<file path="config.mk">
export PLATFORM = sky130hd
export DESIGN_NAME = cpu_clock_ctrl_flat
export DESIGN_NICKNAME = d
export VERILOG_FILES = /design/src/rtl/cpu_clock_ctrl_if.sv /design/src/rtl/cpu_clock_ctrl.sv /design/src/flat_wrapper.sv
export SDC_FILE = /design/constraint.sdc
export NUM_CORES = 1
export LEC_CHECK = 0
export CORE_ASPECT_RATIO = 1.4
export CORE_MARGIN = 1
export CORE_UTILIZATION = 50
export DETAILED_ROUTE_END_ITERATION = 12
export PLACE_DENSITY = 0.71
export SYNTH_ARGS = -nofsm -noshare
export SYNTH_HDL_FRONTEND = slang
export SYNTH_SLANG_ARGS = --single-unit
</file>
<file path="constraint.sdc">
create_clock -name CLOCK_50 -period 8.09 [get_ports CLOCK_50]
set_input_delay 0.809 -clock CLOCK_50 [delete_from_list [all_inputs] [get_ports CLOCK_50]]
set_output_delay 0.809 -clock CLOCK_50 [all_outputs]
set_load 0.02 [all_outputs]
</file>
<file path="src/rtl/cpu_clock_ctrl_if.sv">
`default_nettype none
// ============================================================================
// Module   : cpu_clock_ctrl_if
// Purpose  : Groups the CPU clock controller's control/status signals, i.e.
//            everything except the board clock and reset.
// Ports    : run_mode, step_key_n, divisor, bp_enable, bp_addr, pc
//              (board/core -> controller)
//            clockCPU, cpu_tick, halted, state
//              (controller -> core/board)
// Modports : master = board/core side, slave = clock controller side.
// Revision : 1.0  initial release
// ============================================================================
interface cpu_clock_ctrl_if;
  logic        run_mode;
  logic        step_key_n;
  logic [3:0]  divisor;
  logic        bp_enable;
  logic [31:0] bp_addr;
  logic [31:0] pc;
  logic        clockCPU;
  logic        cpu_tick;
  logic        halted;
  logic [1:0]  state;

  modport master (
    output run_mode, step_key_n, divisor, bp_enable, bp_addr, pc,
    input  clockCPU, cpu_tick, halted, state
  );

  modport slave (
    input  run_mode, step_key_n, divisor, bp_enable, bp_addr, pc,
    output clockCPU, cpu_tick, halted, state
  );
endinterface
`default_nettype wire

</file>
<file path="src/rtl/cpu_clock_ctrl.sv">
`default_nettype none
// ============================================================================
// Module   : cpu_clock_ctrl
// Purpose  : Generates the RV32 pipeline clock (clockCPU) from CLOCK_50.
//            Supports three modes:
//              - free-run at a divisor-selected rate;
//              - debounced single-step from a push-button;
//              - run-until-breakpoint on a PC match.
// Ports    : CLOCK_50       board clock; all logic runs on its rising edge
//            reset          asynchronous, active-low reset
//            bus (slave)    run_mode, step_key_n, divisor, bp_enable,
//                           bp_addr and pc in;
//                           clockCPU, cpu_tick, halted and state out
// Revision : 1.0  initial release
// ============================================================================
module cpu_clock_ctrl #(
  parameter logic [31:0] BASE_HALF  = 32'd25000000,
  parameter logic [31:0] DEB_CYCLES = 32'd1000000
) (
  input  wire logic        CLOCK_50,
  input  wire logic        reset,
  cpu_clock_ctrl_if.slave  bus
);

  typedef enum logic [1:0] {
    S_IDLE  = 2'd0,
    S_RUN   = 2'd1,
    S_STEP  = 2'd2,
    S_BREAK = 2'd3
  } state_t;

  // Registered state
  state_t      state_q,      state_d;
  logic        clk_cpu_q,    clk_cpu_d;
  logic        tick_q,       tick_d;
  logic        halted_q,     halted_d;
  logic        from_break_q, from_break_d;
  logic [31:0] cnt_q,        cnt_d;
  logic [31:0] half_q,       half_d;
  logic        sync1_q,      sync1_d;
  logic        sync2_q,      sync2_d;
  logic        deb_q,        deb_d;
  logic [31:0] deb_cnt_q,    deb_cnt_d;

  // Combinational helpers
  logic        key_differs;
  logic        deb_done;
  logic        press;
  logic [31:0] h_now;
  logic [31:0] h_cur;
  logic        phase_end;
  logic        bp_hit;

  always_comb begin
    // Key conditioning: two-flop synchroniser, then a stability counter.
    // Any bounce back to the current debounced level clears the count.
    sync1_d     = bus.step_key_n;
    sync2_d     = sync1_q;
    key_differs = (sync2_q != deb_q);
    deb_done    = key_differs && (deb_cnt_q == DEB_CYCLES - 32'd1);
    deb_d       = deb_q;
    if (!key_differs) begin
      deb_cnt_d = 32'd0;
    end else if (deb_done) begin
      deb_cnt_d = 32'd0;
      deb_d     = sync2_q;
    end else begin
      deb_cnt_d = deb_cnt_q + 32'd1;
    end
    // A press is the single cycle in which the debounced level falls to 0.
    press = deb_done && !sync2_q;

    // Half-period length is captured in the first cycle of each phase
    // (counter == 0), so a divisor change mid-phase only affects later phases.
    h_now     = ({28'd0, bus.divisor} + 32'd1) * BASE_HALF;
    h_cur     = (cnt_q == 32'd0) ? h_now : half_q;
    half_d    = h_cur;
    phase_end = (cnt_q == h_cur - 32'd1);
    bp_hit    = bus.run_mode && bus.bp_enable && (bus.pc == bus.bp_addr);

    state_d      = state_q;
    clk_cpu_d    = clk_cpu_q;
    tick_d       = 1'b0;
    from_break_d = from_break_q;
    cnt_d        = cnt_q;

    case (state_q)
      S_IDLE: begin
        clk_cpu_d = 1'b0;
        cnt_d     = 32'd0;
        if (bus.run_mode) begin
          state_d = S_RUN;
        end else if (press) begin
          state_d      = S_STEP;
          from_break_d = 1'b0;
        end
      end

      S_RUN, S_STEP: begin
        if (phase_end) begin
          cnt_d     = 32'd0;
          clk_cpu_d = !clk_cpu_q;
          if (!clk_cpu_q) begin
            tick_d = 1'b1;
          end else if (state_q == S_RUN) begin
            // Falling edge in RUN: breakpoint outranks a run_mode drop.
            if (bp_hit) begin
              state_d = S_BREAK;
            end else if (!bus.run_mode) begin
              state_d = S_IDLE;
            end
          end else begin
            // Falling edge ends a step. Resume running only when stepping
            // out of a breakpoint; the compare is skipped for this step.
            state_d = (from_break_q && bus.run_mode) ? S_RUN : S_IDLE;
          end
        end else begin
          cnt_d = cnt_q + 32'd1;
        end
      end

      S_BREAK: begin
        clk_cpu_d = 1'b0;
        cnt_d     = 32'd0;
        if (press) begin
          state_d      = S_STEP;
          from_break_d = 1'b1;
        end else if (!bus.bp_enable || !bus.run_mode) begin
          state_d = S_IDLE;
        end
      end

      default: begin
        state_d   = S_IDLE;
        clk_cpu_d = 1'b0;
        cnt_d     = 32'd0;
      end
    endcase

    halted_d = (state_d == S_BREAK);
  end

  always_ff @(posedge CLOCK_50 or negedge reset) begin
    if (!reset) begin
      state_q      <= S_IDLE;
      clk_cpu_q    <= 1'b0;
      tick_q       <= 1'b0;
      halted_q     <= 1'b0;
      from_break_q <= 1'b0;
      cnt_q        <= 32'd0;
      half_q       <= 32'd0;
      sync1_q      <= 1'b1;
      sync2_q      <= 1'b1;
      deb_q        <= 1'b1;
      deb_cnt_q    <= 32'd0;
    end else begin
      state_q      <= state_d;
      clk_cpu_q    <= clk_cpu_d;
      tick_q       <= tick_d;
      halted_q     <= halted_d;
      from_break_q <= from_break_d;
      cnt_q        <= cnt_d;
      half_q       <= half_d;
      sync1_q      <= sync1_d;
      sync2_q      <= sync2_d;
      deb_q        <= deb_d;
      deb_cnt_q    <= deb_cnt_d;
    end
  end

  assign bus.clockCPU = clk_cpu_q;
  assign bus.cpu_tick = tick_q;
  assign bus.halted   = halted_q;
  assign bus.state    = state_q;

endmodule
`default_nettype wire

</file>
<file path="src/flat_wrapper.sv">
// flat-port wrapper written by rule: the top's interface ports become plain ports
module cpu_clock_ctrl_flat 
#(
  parameter logic [31:0] BASE_HALF  = 32'd25000000,
  parameter logic [31:0] DEB_CYCLES = 32'd1000000
)
  (CLOCK_50, reset, bus_run_mode, bus_step_key_n, bus_divisor, bus_bp_enable, bus_bp_addr, bus_pc, bus_clockCPU, bus_cpu_tick, bus_halted, bus_state);
  cpu_clock_ctrl_if bus_i ();
  input  wire logic CLOCK_50;
  input  wire logic reset;
  input wire logic [$bits(bus_i.run_mode)-1:0] bus_run_mode;
  input wire logic [$bits(bus_i.step_key_n)-1:0] bus_step_key_n;
  input wire logic [$bits(bus_i.divisor)-1:0] bus_divisor;
  input wire logic [$bits(bus_i.bp_enable)-1:0] bus_bp_enable;
  input wire logic [$bits(bus_i.bp_addr)-1:0] bus_bp_addr;
  input wire logic [$bits(bus_i.pc)-1:0] bus_pc;
  output wire logic [$bits(bus_i.clockCPU)-1:0] bus_clockCPU;
  output wire logic [$bits(bus_i.cpu_tick)-1:0] bus_cpu_tick;
  output wire logic [$bits(bus_i.halted)-1:0] bus_halted;
  output wire logic [$bits(bus_i.state)-1:0] bus_state;
  assign bus_i.run_mode = bus_run_mode;
  assign bus_i.step_key_n = bus_step_key_n;
  assign bus_i.divisor = bus_divisor;
  assign bus_i.bp_enable = bus_bp_enable;
  assign bus_i.bp_addr = bus_bp_addr;
  assign bus_i.pc = bus_pc;
  assign bus_clockCPU = bus_i.clockCPU;
  assign bus_cpu_tick = bus_i.cpu_tick;
  assign bus_halted = bus_i.halted;
  assign bus_state = bus_i.state;
  cpu_clock_ctrl #(.BASE_HALF(BASE_HALF), .DEB_CYCLES(DEB_CYCLES)) u_core (.CLOCK_50(CLOCK_50), .reset(reset), .bus(bus_i));
endmodule
</file>
==> results of run 1 <==
## power groups by stage
stage | Clock [uW] | Combinational [uW] | Sequential, uW
after floorplan | 0 | 846 | 661
after global placement | 0 | 1070 | 690
after detailed placement | 0 | 1090 | 691
after CTS | 456 | 1100 | 682
after global routing | 482 | 1230 | 693
final | 445 | 1110 | 683
## cell families after synthesis
kind of cell             synth area share
adder cells (fa/ha/maj)            0.1012
AO/OA/AOI/OAI                      0.1390
XOR/XNOR                           0.1388
multiplexers                      0.01375
buffers and inverters             0.04476
flip-flops                         0.3076
AND/OR/NAND/NOR                    0.2549
## worst min-delay path by stage
stage / endpoint / cells after the start / slack (ns)
after floorplan: u_core.sync2_q / 0 / 0.35
after global placement: u_core.sync2_q / 0 / 0.35
after detailed placement: u_core.sync2_q / 0 / 0.35
after CTS: u_core.sync2_q / 0 / 0.36
after global routing: u_core.sync2_q / 0 / 0.36
final: u_core.sync2_q / 0 / 0.36
## per-stage QoR
step | instance area [um2] | hold WS [ns]
after detailed placement | 9449 | 0.3507
final | 9742 | 0.3585
after floorplan | 8554 | 0.3452
after global placement | 9449 | 0.3484
after CTS | 9742 | 0.3602
after global routing | 9742 | 0.3626
## cell usage in the layout, fill, tap and decap left out, types with 7 or more instances in the layout
cell	instances
a211oi_1	7
a21o_1	10
a21oi_1	41
and2_1	8
and3_1	24
buf_4	8
clkbuf_16	9
clkdlybuf4s50_1	76
dfrtp_1	102
fa_1	17
ha_1	42
inv_1	54
nand2_1	76
nand2b_1	10
nand3_1	50
nand4_1	21
nor2_1	91
nor2b_1	13
nor3_1	36
nor4_1	24
o21a_1	9
o21ai_0	27
o31ai_1	8
or3_1	10
xnor2_1	39
xor2_1	94
## flip-flops by register name, indices dropped and copies added (netlist names)
signal / flops
u_core.bus.halted: 1
u_core.bus.cpu_tick: 1
u_core.cnt_q: 32
u_core.half_q: 32
u_core.deb_q: 1
u_core.sync1_q: 1
u_core.from_break_q: 1
u_core.deb_cnt_q: 32
u_core.bus.clockCPU: 1
u_core.sync2_q: 1
u_core.bus.state: 2
## worst max-delay path, cell delays in order
cell and delay [ns]:
clkdlybuf4s50_1 0.80, nand3_1 0.17, xnor2_1 0.18, buf_4 0.18
inv_1 0.12, fa_1 0.65, inv_1 0.10, fa_1 0.40
inv_1 0.11, fa_1 0.43, ha_1 0.36, o211ai_1 0.20
a21oi_1 0.12, nor3_1 0.44, o311ai_1 0.25, o31ai_1 0.42
nor4b_2 0.30, nand4_1 0.16, nor4_1 0.45, o2111ai_2 0.21
nor3_2 0.26, nand2b_4 0.41, nor2_1 0.10
## area by class of cell
class	count	area, um2
Fill cell	1522	7004
Sequential cell	105	2631
Multi-Input combinational cell	778	5540
Clock buffer	10	229.0
Tap cell	203	254.0
Timing Repair Buffer	84	820.8
Inverter	54	202.7
Clock inverter	5	63.81
## per-layer routing
layer	vias up	GRT usage	part of all wire
met5	-	0	0
met4	0	0.1213	0.038
met3	59	0.03408	0.033
met2	189	0.4500	0.51
met1	3541	0.2912	0.42
li1	3553	-	-
==> flow_summary.ini, run 1 <==
[placement]
pre_cts_ws_ns = 0.4652
hpwlAfterDp_mm = 16.30
placed_cells = 1224
port_buffers = 77
gp_congestion = 0.9339

[grt]
grt_overflow = 0
groute.usage.overall = 0.2501
grt_pass1_wl_mm = 35.16
grt_pass1_vias = 7402
grt_antenna_before_repair = 0
grt_max_degree = 66

[detailed_routing]
dr.pass1.iters = 5
vias = 7342
drt-initial-drc-count = 438
ant_nets = 0
drc = 0
routedWlPerCell_um = 17.09
vias_per_cell = 5.926
wl_mm = 21.17

[sta]
fin_crit_sh = 0.9198
relSlewSlack = 0.3201
setup_viol = 0
hold_viol = 0
rsz0062_at_grt = no
max_clock_freq_ghz = 0.1344
tightest_slew_ns = 1.017
finalClockSkew_ns = 0.01605
fin_tns_setup_ns = 0
drv_slew = 0
layout_setup_ws_ns = 0.6489
period_needed_ns = 7.441

[clocking]
cts_buffer_depth = 2
insertion_delay_ns = 0.36
cts.clk_slew.worst_paths_ns = 0.07
clkSinkCount = 105
cts_tree = built
cts_inserted_buffers = 9
cts_hold_buf = 0
h-tree-depth = 3
post_cts_resized = 0
post-cts-setup-buffers = 0
clock-root-buffer = clkbuf_16

[worst_setup_path]
r2r_start = u_core.cnt_q[0]
critPathCapture = u_core.cnt_q[6]
cp.arrival_ns = 7.66
crit_path_end_kind = flip-flop
crit_type = in2reg
ff2ff_path_depth = 18
r2r_setup_slack_ns = 2.30
startpoint = bus_divisor[2]
crit_required_ns = 8.31
worstSetupStartpointType = primary input
worstPathMaxFanout = 32
r2r_end = u_core.cnt_q[6]

[synth]
synthArstFlopShare = 1.000
synth.area.top_cells = dfrtp_1, xor2_1, ha_1
yosysTopAreaCellShare = 0.2984
yosysWarnings = 0
synth-edff-count = 0
yosysTopAreaCell = dfrtp_1
synth-seq-area-share = 0.3076
yosysMostFrequentCell = dfrtp_1
syn_area_mm2 = 0.008554
synth_fp_nets = 1100
yosys-top-cells-count = dfrtp_1, xor2_1, nor2_1, nand2_1, inv_1
ys_types = 86
ys.flop_type = dfrtp_1
syn-instance-count = 968
syn-mean-instance-area_um2 = 8.837
ys_ff_latch = 105

[run_status]
status = completed

[floorplanning]
start_util = 0.5108
die_y_um = 156.8
placeableCoreArea_mm2 = 0.01675
num_rows = 56
ios = 78
die-area_mm2 = 0.01764
die_x_um = 112.5

[power_and_ir_drop]
swShare = 0.4257
peakVddDrop_mv = 0.1128
internal-power_uw = 1286
p_per_area_mw_per_mm2 = 229.8
combPwrFrac = 0.496
finalPower_uw = 2239
p_leak_uw = 0.004315
clkPwrFrac = 0.199
p_sw_uw = 953.1
seq_power_share = 0.305

[min_path]
min_from = u_core.sync1_q
hold_class = reg2reg

[run]
max_cap_viol_count = 0

[cells_and_area]
fin_nets = 1164
area_growth_pct = 13.88
instances_no_fill = 1239
diodes = 0
layout-drive-gt1-share = 0.06081
postLayoutCoreUtil = 0.5817
No activity file was read; power rests on OpenSTA's default activity.
==> run 2: changes to the inputs <==
--- a/config.mk
+++ b/config.mk
@@ -9,6 +9,7 @@
 export CORE_MARGIN = 1
 export CORE_UTILIZATION = 50
 export DETAILED_ROUTE_END_ITERATION = 12
+export MAX_ROUTING_LAYER = met4
 export PLACE_DENSITY = 0.71
 export SYNTH_ARGS = -nofsm -noshare
 export SYNTH_HDL_FRONTEND = slang
==> flow_summary.ini, run 2 (synthesis gave the netlist of run 1 again) <==
[grt]
grt_pass1_vias = 7402
grt_overflow = 0
grt_pass1_wl_mm = 35.16
grt_max_degree = 66
grt_antenna_before_repair = 0
groute.usage.overall = 0.2575

[placement]
gp_congestion = 0.9506
hpwlAfterDp_mm = 16.30
port_buffers = 77

[worst_setup_path]
cp.arrival_ns = 7.63
crit_type = in2reg
crit_required_ns = 8.30
slowest_delay_ns = 0.80
crit_chain = clkdlybuf4s50_1 -> nand3_1 -> xnor2_1 -> buf_4 -> inv_1 -> fa_1 -> inv_1 -> fa_1 -> inv_1 -> fa_1 -> ha_1 -> o211ai_1 -> a21oi_1 -> nor3_1 -> o311ai_1 -> o31ai_1 -> nor4b_2 -> nand4_1 -> nor4_1 -> o2111ai_2 -> nor3_2 -> nand2b_4 -> nor2_1
worstSetupStartpointType = primary input
cp_top_family = simple AND/OR/NAND/NOR gates
critPathSlowestCell = clkdlybuf4s50_1
crit_buf_inv = 5
worstPathMaxFanout = 32
crit_path_end_kind = flip-flop

[sta]
fin_crit_sh = 0.9167
drv_slew = 0
max_clock_freq_ghz = 0.1348
period_needed_ns = 7.416
finalClockSkew_ns = 0.01675
hold_viol = 0
fin_tns_setup_ns = 0
tightest_slew_ns = 1.016
setup_viol = 0
rsz0062_at_grt = no
whs_ns = 0.3593
relSlewSlack = 0.3210

[clocking]
clkSinkCount = 105
post_cts_resized = 0
cts_hold_buf = 0
h-tree-depth = 3
insertion_delay_ns = 0.36
cts_inserted_buffers = 9
cts_buffer_depth = 2
clock-root-buffer = clkbuf_16
cts.clk_slew.worst_paths_ns = 0.07
cts_tree = built
post-cts-setup-buffers = 0

[floorplanning]
die_x_um = 112.5
num_rows = 56
die_y_um = 156.8
ios = 78
die-area_mm2 = 0.01764
placeableCoreArea_mm2 = 0.01675
start_util = 0.5108

[cells_and_area]
top_regs = u_core.cnt_q x32, u_core.deb_cnt_q x32, u_core.half_q x32
layout-drive-gt1-share = 0.06081
area_growth_pct = 13.88
fin_nets = 1164
postLayoutCoreUtil = 0.5817
layout_common_cells = dfrtp_1, xor2_1, nor2_1
diodes = 0
final_common_cell = dfrtp_1

[detailed_routing]
vias = 7321
vias_per_cell = 5.909
routedWlPerCell_um = 17.07
ant_nets = 0
drc = 0
wl_mm = 21.15
dr.pass1.iters = 5
drt-initial-drc-count = 401

[run_status]
status = completed

[power_and_ir_drop]
swShare = 0.4257
p_leak_uw = 0.004315
peakVddDrop_mv = 0.1140
seq_power_share = 0.305
p_sw_uw = 953.0
internal-power_uw = 1285
p_per_area_mw_per_mm2 = 229.8
clkPwrFrac = 0.199
combPwrFrac = 0.495

[min_path]
hold_class = reg2reg

[run]
max_cap_viol_count = 0
run 2: cell counts in the layout (fill, tap and decap cells not counted):
Identical to the previous run, type by type.
run 2: cell type report:
cell class / count / area [um2]
fill: 1522 / 7004
timing repair buffer: 84 / 820.8
multi-input combinational: 778 / 5540
clock inverter: 5 / 63.81
clock buffer: 10 / 229.0
inverter: 54 / 202.7
sequential: 105 / 2631
tap: 203 / 254.0
run 2: worst register-to-register path, stage by stage (launching register included):
cell	delay (ns)
dfrtp_1	0.47
inv_1	0.11
ha_1	0.14
nor4b_2	0.24
and4_1	0.65
nand2_4	0.47
nand2_1	0.21
ha_1	0.44
nand4_1	0.28
a21oi_1	0.36
a32oi_1	0.12
xor2_1	0.20
a2111oi_2	0.34
nand4_1	0.16
nor4_1	0.44
o2111ai_2	0.21
nor3_2	0.26
nand2b_4	0.41
nor2_1	0.11
run 2: power groups by stage:
stage | clock network, uW | registers [uW] | logic [uW]
floorplan | 0 | 661 | 846
global placement | 0 | 690 | 1070
detailed placement | 0 | 691 | 1090
CTS | 456 | 682 | 1100
global route | 482 | 693 | 1230
finish | 446 | 683 | 1110
run 2: worst paths after layout:
path                            startpoint                end  slack, ns  cells after the start
setup / recovery            bus_divisor[2]    u_core.cnt_q[6]       0.67                     23
hold / removal              u_core.sync1_q     u_core.sync2_q       0.36                      0
setup reg to reg           u_core.cnt_q[0]    u_core.cnt_q[6]       2.31                     18
hold reg to reg             u_core.sync1_q     u_core.sync2_q       0.36                      0
max in group asynchronous            reset    u_core.cnt_q[8]       6.40                      2
min in group asynchronous            reset  u_core.half_q[28]       0.43                      1
run 2: stage by stage:
step | total power, uW | instance area [um2] | setup WS (ns) | std cells
2_1_floorplan | 1507 | 8554 | 1.507 | 968
3_3_place_gp | 1763 | 9449 | 0.5282 | 1224
3_5_place_dp | 1782 | 9449 | 0.4652 | 1224
4_1_cts | 2235 | 9742 | 0.8073 | 1239
5_1_grt | 2401 | 9742 | 0.2312 | 1239
6_report | 2238 | 9742 | 0.6736 | 1239
run 2: per-layer routing:
layer,global-route usage,wire [um],up-vias
met5,-,0,-
met4,0.1200,768,0
met3,0.03292,764,55
met2,0.4506,10820,208
met1,0.2919,8803,3509
li1,-,-,3549
